File: config.mk
export PLATFORM = sky130hd
export DESIGN_NAME = instruction_fetch_unit
export DESIGN_NICKNAME = d
export VERILOG_FILES = /design/src/rtl/cpu_pkg.sv /design/src/rtl/pc_reg.sv /design/src/rtl/instruction_fetch_unit.sv
export SDC_FILE = /design/constraint.sdc
export NUM_CORES = 1
export LEC_CHECK = 0
export CORE_UTILIZATION = 47
export DETAILED_ROUTE_END_ITERATION = 16
export PLACE_DENSITY = 0.86
export REMOVE_ABC_BUFFERS = 1
export SKIP_CTS_REPAIR_TIMING = 1
export SYNTH_ARGS = -nofsm -noshare
export SYNTH_HDL_FRONTEND = slang
export SYNTH_SLANG_ARGS = --single-unit
File: constraint.sdc
create_clock -name clk -period 3.5 [get_ports clk]
set_input_delay 1.05 -clock clk [delete_from_list [all_inputs] [get_ports clk]]
set_output_delay 1.05 -clock clk [all_outputs]
set_load 0.005 [all_outputs]
File: src/rtl/cpu_pkg.sv
// Shared core constants: widths, opcode encodings and the fetch PC select.
package cpu_pkg;

  localparam int unsigned ADDR_W = 10;
  localparam int unsigned INS_W  = 20;
  localparam int unsigned CNT_W  = 16;
  localparam int unsigned OPC_W  = 5;

  localparam logic [OPC_W-1:0] OPC_HLT    = 5'b10001;
  localparam logic [OPC_W-1:0] OPC_LD     = 5'b10100;
  localparam logic [2:0]       JMP_PREFIX = 3'b111;

  localparam logic [INS_W-1:0] NOP_INS = 20'h00000;

  // Source of the next program counter value
  typedef enum logic [1:0] {
    PC_HOLD = 2'd0,
    PC_JUMP = 2'd1,
    PC_INC  = 2'd2
  } pc_sel_e;

endpackage

File: src/rtl/pc_reg.sv
// Program counter with halt / jump / stall / increment priority and natural wrap.
module pc_reg #(
  parameter int unsigned ADDR_W = cpu_pkg::ADDR_W
) (
  input  logic              clk,
  input  logic              reset,
  input  logic              halted,
  input  logic              jump_en,
  input  logic [ADDR_W-1:0] jump_addr,
  input  logic              stall,
  output logic [ADDR_W-1:0] pc,
  output logic              pc_upd_c
);
  import cpu_pkg::*;

  pc_sel_e           sel;
  logic [ADDR_W-1:0] pc_nxt;

  // Next-PC priority: halted freezes, a jump beats a stall, otherwise advance
  always_comb begin
    sel = PC_INC;
    if (halted) begin
      sel = PC_HOLD;
    end else if (jump_en) begin
      sel = PC_JUMP;
    end else if (stall) begin
      sel = PC_HOLD;
    end
  end

  assign pc_upd_c = (sel != PC_HOLD);

  // Next-PC value; the increment wraps at the address width
  always_comb begin
    pc_nxt = pc;
    case (sel)
      PC_JUMP: pc_nxt = jump_addr;
      PC_INC:  pc_nxt = pc + ADDR_W'(1);
      default: pc_nxt = pc;
    endcase
  end

  // PC register
  always_ff @(posedge clk or posedge reset) begin
    if (reset) begin
      pc <= '0;
    end else begin
      pc <= pc_nxt;
    end
  end

endmodule

File: src/rtl/instruction_fetch_unit.sv
// Fetch stage: PC, program memory interface, stall hold path, halt and stall counter.
module instruction_fetch_unit #(
  parameter int unsigned      ADDR_W  = cpu_pkg::ADDR_W,
  parameter int unsigned      INS_W   = cpu_pkg::INS_W,
  parameter logic [INS_W-1:0] NOP_INS = cpu_pkg::NOP_INS,
  parameter int unsigned      CNT_W   = cpu_pkg::CNT_W
) (
  input  logic              clk,
  input  logic              reset,
  input  logic              stall,
  input  logic              stall_pm,
  input  logic              jump_en,
  input  logic [ADDR_W-1:0] jump_addr,
  input  logic [INS_W-1:0]  pm_data,
  output logic [ADDR_W-1:0] pm_addr,
  output logic              pm_rd_en,
  output logic [INS_W-1:0]  ins_pm,
  output logic              ins_valid,
  output logic [ADDR_W-1:0] pc_out,
  output logic              halted,
  output logic [CNT_W-1:0]  stall_cnt
);
  import cpu_pkg::*;

  logic [ADDR_W-1:0] pc;
  logic [ADDR_W-1:0] pc_d;
  logic [ADDR_W-1:0] pc_hold;
  logic [INS_W-1:0]  ins_hold;
  logic              fetch_v;
  logic              pc_upd_c;
  logic              sel_hold;
  logic              hlt_seen;

  pc_reg #(
    .ADDR_W(ADDR_W)
  ) u_pc_reg (
    .clk      (clk),
    .reset    (reset),
    .halted   (halted),
    .jump_en  (jump_en),
    .jump_addr(jump_addr),
    .stall    (stall),
    .pc       (pc),
    .pc_upd_c (pc_upd_c)
  );

  // Memory interface; reads stop once the core has halted
  assign pm_addr  = pc;
  assign pm_rd_en = ~halted;

  // Hold path replays the last instruction on a registered stall, and pins HLT once halted
  assign sel_hold  = stall_pm | halted;
  assign ins_pm    = !fetch_v ? NOP_INS : (sel_hold ? ins_hold : pm_data);
  assign ins_valid = fetch_v;
  assign pc_out    = sel_hold ? pc_hold : pc_d;

  assign hlt_seen = fetch_v && (ins_pm[INS_W-1 -: OPC_W] == OPC_HLT);

  // Fetch validity: the cycle after a jump carries wrong-path memory data
  always_ff @(posedge clk or posedge reset) begin
    if (reset) begin
      fetch_v <= 1'b0;
    end else begin
      fetch_v <= halted || !jump_en;
    end
  end

  // Hold registers shadow the presented instruction and its address
  always_ff @(posedge clk or posedge reset) begin
    if (reset) begin
      ins_hold <= NOP_INS;
      pc_hold  <= '0;
    end else begin
      ins_hold <= ins_pm;
      pc_hold  <= pc_out;
    end
  end

  // Address of the word memory returns next cycle
  always_ff @(posedge clk or posedge reset) begin
    if (reset) begin
      pc_d <= '0;
    end else if (pc_upd_c) begin
      pc_d <= pc;
    end
  end

  // Sticky halt, cleared only by reset
  always_ff @(posedge clk or posedge reset) begin
    if (reset) begin
      halted <= 1'b0;
    end else if (hlt_seen) begin
      halted <= 1'b1;
    end
  end

  // Saturating count of stalled cycles while running
  always_ff @(posedge clk or posedge reset) begin
    if (reset) begin
      stall_cnt <= '0;
    end else if (stall && !halted && (stall_cnt != '1)) begin
      stall_cnt <= stall_cnt + CNT_W'(1);
    end
  end

endmodule

### Word-level counts from Yosys, hierarchy flattened

Index checks and enable logic that the tools add are counted.

* flip-flop bits (word level): 68
* bits of input ports: 35
* output and inout bits: 59

* add/subtract/negate cells: 2
* reduce and logical (&&, ||, !) cells: 8
* mux-type cells: 7
* equality and inequality tests: 4
* bitwise logic cells: 2

Operators with widths (count)
* two-way mux 20 bit: 2
* one-hot mux 10 bit (2 select lines): 1
* adder 16 x 1 -> 16 bit, second input constant: 1
* != test 16 bit, second input constant: 1
* adder 10 x 1 -> 10 bit, second input constant: 1
* two-way mux 10 bit: 1
* two-way mux 2 bit: 3
* == test 5 bit, second input constant: 1
* nonzero test 2 bit: 2
* logical AND 1 bit: 3
* == test 2 x 1 -> 1 bit, second input constant: 1
* == test 2 bit, second input constant: 1
* logical NOT 1 bit: 2
* logical OR 1 bit: 1
* NOT 1 bit: 1
* bitwise OR 1 bit: 1

### Depth between registers and ports, before layout

* depth after elaboration: 5
* gate-level depth with buffers: 8
* gate-level depth less buffers: 7

### By module

From an unflattened synthesis, not the netlist that was laid out.

* cell total of the unflattened synthesis: 316
* area, all modules: 3211.8 um^2

Modules (own cells, without submodules)
* instruction_fetch_unit: times used 1, sequential area each 1451.4 um^2, cells each 237, area an instance 2516.2 um^2
* pc_reg: times used 1, sequential area each 250.2 um^2, cells each 79, area an instance 695.7 um^2

### Worst setup path after synthesis

OpenSTA, ideal clock, no wires.

* path type: in2out
* start: input stall_pm
* end: output ins_pm[10]
* data required time: 2.450 ns
* arrival time: 2.039 ns
* path slack: 0.411 ns
* path buffers: 2
* stages on the path: 5
* cell sequence: nor2_1 > buf_2 > buf_1 > nand2_1 > a21boi_0

* word-level cells in the longest chain between the ends: 3

Ends and longest elaborated chain
* from (decl): line instruction_fetch_unit.sv:11 `input logic stall_pm,`
* bitwise OR 1 bit: line instruction_fetch_unit.sv:52 `assign sel_hold = stall_pm | halted;`
* two-way mux 20 bit (2 in a row): line instruction_fetch_unit.sv:53 `assign ins_pm = !fetch_v ? NOP_INS : (sel_hold ? ins_hold : pm_data);`
* to (decl): line instruction_fetch_unit.sv:17 `output logic [INS_W-1:0] ins_pm,`

No other way between the ends.

### Worst setup path in the final report

* start: input stall_pm
* end: output ins_pm[17]

The elaborated chain is that of the path after synthesis.

==> reports/metrics.cfg <==
[pwr]
p_clk_share_pct = 17.7
power.switching_uw = 1130
power.internal_uw = 2280
p_per_area_mw_per_mm2 = 745
vdd_ir_drop_max_mv = 0.387
p_leak_uw = 0.00207
power_frac_comb_pct = 43.0
p_sw_share_pct = 33.2
seq_power_share_pct = 39.2
power_uw = 3410

[detailed_routing]
avgViaCountPerCell = 5.37
ant_nets = 0
dr.pass1.iters = 10
drc = 14
drt_iter0_drc = 167
post_drt_wl_per_cell_um = 14.7
num_vias = 2755
wirelength_um = 7550

[yosys]
synth_cell_type_count = 43
yosysSeqAreaShare_pct = 54.0
yosys-top-cells-area = dfrtp_1 54%, nand2_1 9.9%, a21boi_0 4.8%, mux2_2 3.2%, a21oi_1 2.4%
async_reset_ff_share_pct = 100
syn_inst = 316
netlist_area_mm2 = 0.00315
synth.largest_area_cell = dfrtp_1
synth-edff-count = 0
synth-seq-cells = 68
yosysWarnings = 0
synth_common_cells = 83 x nand2_1, 68 x dfrtp_1, 20 x a21boi_0
synth-main-ff-cell = dfrtp_1
synth_most_common_cell = nand2_1
syn_avg_cell_area_um2 = 9.97
synth_top_area_share_pct = 54.0

[worst_setup_path]
cp.required_ps = 2450
critPathBufInv = 4
end_kind = output pin
cp_slowest_stage_delay_ps = 440
cp_top_family = buffers and inverters
startpoint_type = input port
arrival_ps = 2360
crit_type = in -> out
worst-path-max-fanout = 6
cp_slowest_cell = clkdlybuf4s50_1
crit_chain = dlymetal6s2s_1, nor2_4, buf_6, mux2i_1, nand2b_4, inv_2, clkdlybuf4s50_1

[clock_tree]
cts.sinks = 68
numCtsBuffers = 9
root_buffer = clkbuf_8
clkLatencyLatePin_ps = 340
clockBufferDepth = 2
cts_tree = yes
cts_max_level = 3
path_clk_slew_ps = 70

[grt]
grt_pass1_wl_um = 12500
grt-ovfl-total = 0
antenna_found_initial = 0
grt_use_total_pct = 22.6
grt_max_degree = 29
first_global_vias = 2616

[layout]
fin_cells = 513
largest_reg_flops = 20
top_register = ins_hold
area_delta_synth_final_pct = 45.5
finalInstanceArea_mm2 = 0.00458
antenna_cells = 0
drive_above_1_share_pct = 17.2
top_regs = ins_hold x20, stall_cnt x16
fin_nets = 471

[floorplanning]
initial_core_util_pct = 49.0
die_h_um = 83.9
boundaryPins = 94
die-area_mm2 = 0.00703
core_mm2 = 0.00642
die_w_um = 83.9
rows = 29

[outcome]
violations = design-rule violations
outcome = finished with violations

[timing]
timing.fmax_mhz = 294
min_period_ps = 3410
period_share_pct = 97.3
skew_ps = 9.78
slew_violations = 0
hold_viol_final = 0
setup_viol = 0
grt_setup_unrepaired = no
relSlewSlack_pct = 60.4
setup_slack_ps = 94.8
worstMarginPinSlew_ps = 594

[placement]
post-place-cells = 497
dp.final_hpwl_um = 5510
numPortBuffers = 93
place_congestion = 0.845
place_area_mm2 = 0.00433
place_ws_ps = -319

[min_path]
min_path_type = reg -> reg

[flow_run]
cap_violations = 0

==> tightest hold or removal path, stage by stage, from the launching register on <==
cell     delay (ps)
dfrtp_1         320
nand2_1          50
nand2_1          70
==> power by group through the flow <==
stage | sequential, uW | clock (uW) | combinational, uW
final | 1340 | 606 | 1470
after detailed placement | 1340 | 0 | 1420
after global routing | 1380 | 651 | 1600
after CTS | 1330 | 618 | 1430
after floorplan | 1290 | 0 | 613
after global placement | 1330 | 0 | 1370
==> layout by cell type (no fill, tap or decap), types with 2 or more instances in the layout <==
cell and instances:
a21boi_1 9, a21boi_2 10, a21oi_1 15, a2bb2oi_1 2
a31oi_1 4, and3_1 5, buf_4 23, buf_6 2
clkbuf_8 13, clkdlybuf4s50_1 92, dfrtp_1 68, ha_1 4
inv_1 7, inv_2 2, mux2_2 9, mux2i_1 5
nand2_1 83, nand2b_1 2, nand3_1 10, nand3b_1 2
nand4_1 4, nor2_1 10, nor3_1 3, o21ai_0 9
o22ai_1 6, or3_1 2, xor2_1 7
==> layer usage <==
metal	wire, um	vias to the layer above	track usage, %
li1	-	1316	-
met1	3330	1313	29.2
met2	3610	109	37.0
met3	433	17	3.56
met4	177	0	11.3
met5	0	-	0
==> through the flow <==
stage	setup TNS [ps]	hold slack, ps	util, %
global placement	-6060	455	67.4
finish	0	473	71.3
floorplan	-36.1	450	-
detailed placement	-7100	459	67.4
CTS	-7300	477	70.3
global route	0	495	71.3
==> layout make-up <==
class                      instances  area [um2]
sequential                        68        1700
multi-input combinational        224        1410
clock buffer                      14         183
fill                             492        1840
tap                               77        96.3
timing repair buffer             120        1150
inverter                           9        33.8
clock inverter                     1        5.00
==> worst paths after layout <==
| check | startpoint | endpoint | slack (ps) | cells past startpoint |
|---|---|---|---|---|
| max | stall_pm | ins_pm[17] | 90 | 7 |
| min in group asynchronous | reset | stall_cnt[7] | 1100 | 2 |
| min | pc_hold[3] | pc_hold[3] | 470 | 2 |
| max in group asynchronous | reset | pc_d[6] | 1840 | 3 |
| max reg2reg | halted | u_pc_reg.pc[7] | 1370 | 6 |
| min reg2reg | pc_hold[3] | pc_hold[3] | 470 | 2 |
==> cell families after synthesis <==
group,share of synthesized area (%)
muxes,5.28
adders and majority gates,1.59
and+or+nand+nor,21.6
xor gates and xnor gates,2.22
DFF,54.0
buffers and inverters,2.98
AOI/OAI and AO/OA,12.3
Power figures use the tool's default switching activity.
